$ cat src/rtl/divisor_param_if.sv
// Handshake and operand/result bundle for the parametrised sequential divider.
// The master side requests operations; the slave side is the divider itself.
interface divisor_param_if #(
    parameter int LARGURA = 16
) ();
    logic               start;
    logic               sinal;
    logic [LARGURA-1:0] dividendo;
    logic [LARGURA-1:0] divisor;
    logic               ready;
    logic               done_tick;
    logic [LARGURA-1:0] quociente;
    logic [LARGURA-1:0] resto;
    logic               div_zero;
    logic               overflow;

    modport master (
        output start, sinal, dividendo, divisor,
        input  ready, done_tick, quociente, resto, div_zero, overflow
    );

    modport slave (
        input  start, sinal, dividendo, divisor,
        output ready, done_tick, quociente, resto, div_zero, overflow
    );
endinterface

$ cat src/rtl/divisor_param.sv
// Radix-2 restoring divider, one quotient bit per clock, signed/unsigned per operation.
// Results and flags are registered and held until the next completion or reset.
//
// state  | meaning
// -------+-------------------------------------------------------------
// S_IDLE | ready=1, waiting for start; operands and mode latched on start
// S_PREP | form magnitudes and result signs, catch divide-by-zero
// S_DIV  | one shift/trial-subtract iteration per clock, counter counts down
// S_FIX  | apply signs, write quotient/remainder/flags
// S_DONE | done_tick high for this single cycle
module divisor_param #(
    parameter int LARGURA = 16
) (
    input  logic         clk,
    input  logic         rst,
    divisor_param_if.slave bus
);

    localparam int CW = $clog2(LARGURA + 1);
    localparam logic [CW-1:0]      CNT_INIT = CW'(LARGURA);
    localparam logic [LARGURA-1:0] MIN_VAL  = {1'b1, {(LARGURA-1){1'b0}}};

    typedef enum logic [2:0] {
        S_IDLE,
        S_PREP,
        S_DIV,
        S_FIX,
        S_DONE
    } state_t;

    state_t             state_q,      state_d;
    logic [CW-1:0]      cnt_q,        cnt_d;
    logic [LARGURA-1:0] a_q,          a_d;
    logic [LARGURA-1:0] b_q,          b_d;
    logic               sinal_q,      sinal_d;
    logic [LARGURA-1:0] mag_b_q,      mag_b_d;
    logic [LARGURA-1:0] rem_q,        rem_d;
    logic [LARGURA-1:0] quo_q,        quo_d;
    logic               neg_quo_q,    neg_quo_d;
    logic               neg_rem_q,    neg_rem_d;
    logic               ovf_pend_q,   ovf_pend_d;
    logic [LARGURA-1:0] quociente_q,  quociente_d;
    logic [LARGURA-1:0] resto_q,      resto_d;
    logic               div_zero_q,   div_zero_d;
    logic               overflow_q,   overflow_d;
    logic               done_tick_q,  done_tick_d;
    logic               ready_q,      ready_d;

    logic [LARGURA-1:0] mag_a;
    logic [LARGURA-1:0] mag_b;
    logic [LARGURA:0]   shifted;
    logic [LARGURA:0]   trial;

    always_comb begin
        // |MIN| is 100..0 read as unsigned, so the LARGURA-bit negate loses nothing.
        mag_a = (sinal_q && a_q[LARGURA-1]) ? -a_q : a_q;
        mag_b = (sinal_q && b_q[LARGURA-1]) ? -b_q : b_q;

        // Remainder stays below |divisor|, so the shifted value fits LARGURA+1 bits
        // and the MSB of the trial difference is its sign.
        shifted = {rem_q, quo_q[LARGURA-1]};
        trial   = shifted - {1'b0, mag_b_q};

        state_d     = state_q;
        cnt_d       = cnt_q;
        a_d         = a_q;
        b_d         = b_q;
        sinal_d     = sinal_q;
        mag_b_d     = mag_b_q;
        rem_d       = rem_q;
        quo_d       = quo_q;
        neg_quo_d   = neg_quo_q;
        neg_rem_d   = neg_rem_q;
        ovf_pend_d  = ovf_pend_q;
        quociente_d = quociente_q;
        resto_d     = resto_q;
        div_zero_d  = div_zero_q;
        overflow_d  = overflow_q;

        case (state_q)
            S_IDLE: begin
                if (bus.start) begin
                    a_d     = bus.dividendo;
                    b_d     = bus.divisor;
                    sinal_d = bus.sinal;
                    state_d = S_PREP;
                end
            end

            S_PREP: begin
                neg_quo_d  = sinal_q && (a_q[LARGURA-1] ^ b_q[LARGURA-1]);
                neg_rem_d  = sinal_q && a_q[LARGURA-1];
                ovf_pend_d = sinal_q && (a_q == MIN_VAL) && (b_q == '1);
                if (b_q == '0) begin
                    quociente_d = '1;
                    resto_d     = a_q;
                    div_zero_d  = 1'b1;
                    overflow_d  = 1'b0;
                    state_d     = S_DONE;
                end else begin
                    rem_d   = '0;
                    quo_d   = mag_a;
                    mag_b_d = mag_b;
                    cnt_d   = CNT_INIT;
                    state_d = S_DIV;
                end
            end

            S_DIV: begin
                if (!trial[LARGURA]) begin
                    rem_d = trial[LARGURA-1:0];
                    quo_d = {quo_q[LARGURA-2:0], 1'b1};
                end else begin
                    rem_d = shifted[LARGURA-1:0];
                    quo_d = {quo_q[LARGURA-2:0], 1'b0};
                end
                cnt_d = cnt_q - CW'(1);
                if (cnt_d == '0) begin
                    state_d = S_FIX;
                end
            end

            S_FIX: begin
                quociente_d = neg_quo_q ? -quo_q : quo_q;
                resto_d     = neg_rem_q ? -rem_q : rem_q;
                div_zero_d  = 1'b0;
                overflow_d  = ovf_pend_q;
                state_d     = S_DONE;
            end

            S_DONE: begin
                state_d = S_IDLE;
            end

            default: begin
                state_d = S_IDLE;
            end
        endcase

        done_tick_d = (state_d == S_DONE);
        ready_d     = (state_d == S_IDLE);
    end

    always_ff @(posedge clk) begin
        if (rst) begin
            state_q     <= S_IDLE;
            cnt_q       <= '0;
            a_q         <= '0;
            b_q         <= '0;
            sinal_q     <= 1'b0;
            mag_b_q     <= '0;
            rem_q       <= '0;
            quo_q       <= '0;
            neg_quo_q   <= 1'b0;
            neg_rem_q   <= 1'b0;
            ovf_pend_q  <= 1'b0;
            quociente_q <= '0;
            resto_q     <= '0;
            div_zero_q  <= 1'b0;
            overflow_q  <= 1'b0;
            done_tick_q <= 1'b0;
            ready_q     <= 1'b1;
        end else begin
            state_q     <= state_d;
            cnt_q       <= cnt_d;
            a_q         <= a_d;
            b_q         <= b_d;
            sinal_q     <= sinal_d;
            mag_b_q     <= mag_b_d;
            rem_q       <= rem_d;
            quo_q       <= quo_d;
            neg_quo_q   <= neg_quo_d;
            neg_rem_q   <= neg_rem_d;
            ovf_pend_q  <= ovf_pend_d;
            quociente_q <= quociente_d;
            resto_q     <= resto_d;
            div_zero_q  <= div_zero_d;
            overflow_q  <= overflow_d;
            done_tick_q <= done_tick_d;
            ready_q     <= ready_d;
        end
    end

    assign bus.ready     = ready_q;
    assign bus.done_tick = done_tick_q;
    assign bus.quociente = quociente_q;
    assign bus.resto     = resto_q;
    assign bus.div_zero  = div_zero_q;
    assign bus.overflow  = overflow_q;

endmodule

$ cat src/flat_wrapper.sv
// flat-port wrapper written by rule: the top's interface ports become plain ports
module divisor_param_flat 
#(
    parameter int LARGURA = 16
)
  (clk, rst, bus_start, bus_sinal, bus_dividendo, bus_divisor, bus_ready, bus_done_tick, bus_quociente, bus_resto, bus_div_zero, bus_overflow);
  divisor_param_if #(.LARGURA(LARGURA)) bus_i ();
  input  logic clk;
  input  logic rst;
  input wire logic [$bits(bus_i.start)-1:0] bus_start;
  input wire logic [$bits(bus_i.sinal)-1:0] bus_sinal;
  input wire logic [$bits(bus_i.dividendo)-1:0] bus_dividendo;
  input wire logic [$bits(bus_i.divisor)-1:0] bus_divisor;
  output wire logic [$bits(bus_i.ready)-1:0] bus_ready;
  output wire logic [$bits(bus_i.done_tick)-1:0] bus_done_tick;
  output wire logic [$bits(bus_i.quociente)-1:0] bus_quociente;
  output wire logic [$bits(bus_i.resto)-1:0] bus_resto;
  output wire logic [$bits(bus_i.div_zero)-1:0] bus_div_zero;
  output wire logic [$bits(bus_i.overflow)-1:0] bus_overflow;
  assign bus_i.start = bus_start;
  assign bus_i.sinal = bus_sinal;
  assign bus_i.dividendo = bus_dividendo;
  assign bus_i.divisor = bus_divisor;
  assign bus_ready = bus_i.ready;
  assign bus_done_tick = bus_i.done_tick;
  assign bus_quociente = bus_i.quociente;
  assign bus_resto = bus_i.resto;
  assign bus_div_zero = bus_i.div_zero;
  assign bus_overflow = bus_i.overflow;
  divisor_param #(.LARGURA(LARGURA)) u_core (.clk(clk), .rst(rst), .bus(bus_i));
endmodule
$ cat config.mk
export PLATFORM = sky130hd
export DESIGN_NAME = divisor_param_flat
export DESIGN_NICKNAME = d
export VERILOG_FILES = /design/src/rtl/divisor_param_if.sv /design/src/rtl/divisor_param.sv /design/src/flat_wrapper.sv
export SDC_FILE = /design/constraint.sdc
export NUM_CORES = 1
export LEC_CHECK = 0
export BUFFER_PORTS_ARGS = -buffer_cell sky130_fd_sc_hd__buf_4
export CAP_MARGIN = 15
export CORE_ASPECT_RATIO = 1.5
export CORE_MARGIN = 4
export CORE_UTILIZATION = 60
export DETAILED_ROUTE_END_ITERATION = 12
export GPL_TIMING_DRIVEN = 0
export PLACE_DENSITY = 0.91
export SYNTH_ARGS = -nofsm -noshare
export SYNTH_HDL_FRONTEND = slang
export SYNTH_SLANG_ARGS = --single-unit
$ cat constraint.sdc
create_clock -name clk -period 2.84 [get_ports clk]
set_input_delay 0.568 -clock clk [delete_from_list [all_inputs] [get_ports clk]]
set_output_delay 0.568 -clock clk [all_outputs]
set_load 0.02 [all_outputs]
==> impl_metrics.ini <==
[power_and_ir_drop]
p_sw_uw = 2020
power_density_nw_per_um2 = 732
power_frac_seq_pct = 33.1
swShare_pct = 32.3
worst_ir_drop_vdd_mv = 0.551
power.internal_uw = 4240
clkPwrFrac_pct = 37.1
p_leak_uw = 0.00340
pwr-share-comb_pct = 29.8

[sta]
finalSetupViolations = 0
final_max_slew_viol_count = 0
post-route-period-util_pct = 97.9
fin_skew_ns = 0.00837
holdWs_ns = 0.390
clock.fmax_mhz = 360
tightest_slew_ns = 0.775
finalCriticalPeriod_ns = 2.78
slew_headroom_pct = 48.4
final_hold_viol_count = 0

[final_layout]
multiInputGateArea_um2 = 4220
ff_latch_area_um2 = 2560
finish.net_count = 1045
fin_util_pct = 73.9
drive_gt1_share_pct = 15.7
antenna_cells = 0
syn_to_final_growth_pct = 20.0
filler_cell_count = 813
final_area_um2 = 8560

[grt]
grt_max_degree = 17
grt_pass1_wl_um = 32900
grt_usage_pct = 29.7
overflow = 0
antenna_found_initial = 0
first_global_vias = 6790

[placed_design]
placed_area_um2 = 7870
dp.final_hpwl_um = 14700
routabilityCongestion = 1.02
port_buffers = 71

[synthesis]
async_reset_ff_share_pct = 0
synth_common_cells = 154 x nand2_1, 128 x dfxtp_1, 81 x a21oi_1, 74 x nor2_1, 43 x clkbuf_1
synth_edf_count = 0
ys_warn_count = 0
ys_types = 73
yosys.area.top_type = dfxtp_1
synth_seq_cells = 128
syn_inst = 891
avgSynthCellArea_um2 = 8.01
syn_nets = 951
syn_area_um2 = 7140
seq_area_frac_synth_pct = 35.9
synth_top_area_share_pct = 35.9
ys.flop_type = dfxtp_1
synth_most_common_cell = nand2_1
synthTopCellsByArea = dfxtp_1 36%, nand2_1 8.1%, a21oi_1 5.7%

[route]
drtPass1Iterations = 6
via_count = 7064
drtAntennaViolNets = 0
drt-total-wl_um = 20700
drtIter0Drc = 580
drc_errors = 0
wire_per_inst_um = 18.0
vias_per_cell = 6.15

[critical_path]
worst_setup_path_end_kind = flip-flop
path_class = reg -> reg
required_ns = 3.14
path_max_fanout = 10
timing.rr.start = u_core.quo_q[15]
setup.worst_path.start_class = flip-flop
crit_start = u_core.quo_q[15]
cp_data_arrival_time_ns = 3.08

[run_status]
status = finished, final reports clean

[cts]
clock_sinks = 128
cts.path.max_buffers = 2
numCtsBuffers = 17
h-tree-depth = 4
clk_pin_slew_worst_paths_ns = 0.06
cts_root_buffer = clkbuf_16
insertion_delay_ns = 0.43
cts_tree = built

[hold_path]
worstHoldStart = bus_dividendo[14]
hp-class = in -> reg

[floorplanning]
initial_utilization_pct = 61.6
die_area_um2 = 13700
fp.dieW_um = 97.1
num_rows = 48
io-pin-count = 72
die_height_um = 142
core_um2 = 11600

[job]
cap_violations = 0
-- placed cells by master (no fill, tap or decap), types with 10 or more instances in the layout --
master and count:
o31ai_1 14, xnor2_1 42, ha_1 23, o21ai_0 40
clkbuf_1 43, mux2i_1 16, xor2_1 25, inv_1 30
nor3_1 21, a22oi_1 13, nand3_1 14, nor2_1 74
buf_2 10, dfxtp_1 126, a21oi_1 81, a211oi_1 24
clkbuf_16 17, a311oi_1 14, nand2_1 153, buf_4 75
-- final timing paths --
path                       endpoint  slack (ns)  cells past startpoint
setup / recovery    u_core.rem_q[9]        0.06                     12
setup reg to reg    u_core.rem_q[9]        0.06                     12
hold reg to reg   u_core.mag_b_q[0]        0.47                      2
hold / removal       u_core.a_q[14]        0.39                      3
-- kinds of logic (layout without fill, tap and decap cells) --
group           Yosys count  count (layout)  synth area share (%)
buf+inv                  90             197                  5.35
fa+ha+maj                24              24                  4.31
mux                      16              16                  2.24
simple gates            326             326                  21.6
flops                   128             128                  35.9
xor+xnor                 67              67                  8.22
compound gates          240             240                  22.4
-- critical path, cell delays in order, from the launching register on --
cell	delay, ns
dfxtp_1	0.35
inv_2	0.08
ha_1	0.24
fa_2	0.35
and2b_2	0.26
o31ai_4	0.08
a211oi_2	0.34
a21oi_1	0.17
a211oi_2	0.20
buf_6	0.17
buf_12	0.14
mux2i_1	0.19
o21ai_0	0.09
-- layout make-up --
cell class | instances | share of cell area [%]
Tap cell | 150 | 2.19
Multi-Input combinational cell | 673 | 49.2
Inverter | 31 | 1.36
Buffer | 59 | 3.10
Sequential cell | 128 | 30.0
Timing Repair Buffer | 75 | 6.75
Clock buffer | 21 | 5.61
Clock inverter | 11 | 1.78
-- per-stage QoR --
stage | std cells | worst slack, ns | power, uW | setup TNS (ns)
6_report | 1148 | 0.0607 | 6270 | 0
5_1_grt | 1148 | -0.0151 | 6490 | -0.0220
4_1_cts | 1147 | 0.00813 | 6190 | 0
3_5_place_dp | 1113 | -0.120 | 3790 | -0.635
3_3_place_gp | 1112 | 0.0104 | 3730 | 0
2_1_floorplan | 891 | 0.327 | 3370 | 0
-- power groups by stage --
| stage | clock (uW) | combinational (uW) | sequential, uW |
|---|---|---|---|
| after floorplan | 0 | 1280 | 2090 |
| after global placement | 0 | 1640 | 2090 |
| after detailed placement | 0 | 1690 | 2100 |
| after CTS | 2320 | 1810 | 2060 |
| after global routing | 2400 | 2000 | 2090 |
| final | 2330 | 1870 | 2070 |
-- flip-flops by register name (all words and copies together), names as in the netlist, 3 cells and up --
register	flops
u_core.rem_q	16
u_core.a_q	16
u_core.b_q	16
u_core.quo_q	16
u_core.bus.quociente	16
u_core.state_q	3
u_core.cnt_q	5
u_core.mag_b_q	16
u_core.bus.resto	16
-- repair_timing --
item | in CTS | in global routing
buffers inserted | 2 | 1
hold buffers | 0 | 0
pin swaps | 1 | 2
resized for setup | 3 | 7
endpoints found under the setup margin | 12 | 19
-- layer usage --
layer | GRT usage (%) | up-vias | routed length (um)
li1 | - | 3342 | -
met1 | 33.1 | 3234 | 7760
met2 | 51.0 | 389 | 10000
met3 | 6.74 | 99 | 1640
met4 | 19.0 | 0 | 1250
met5 | 0 | - | 0
(Power assumes the default switching activity.)
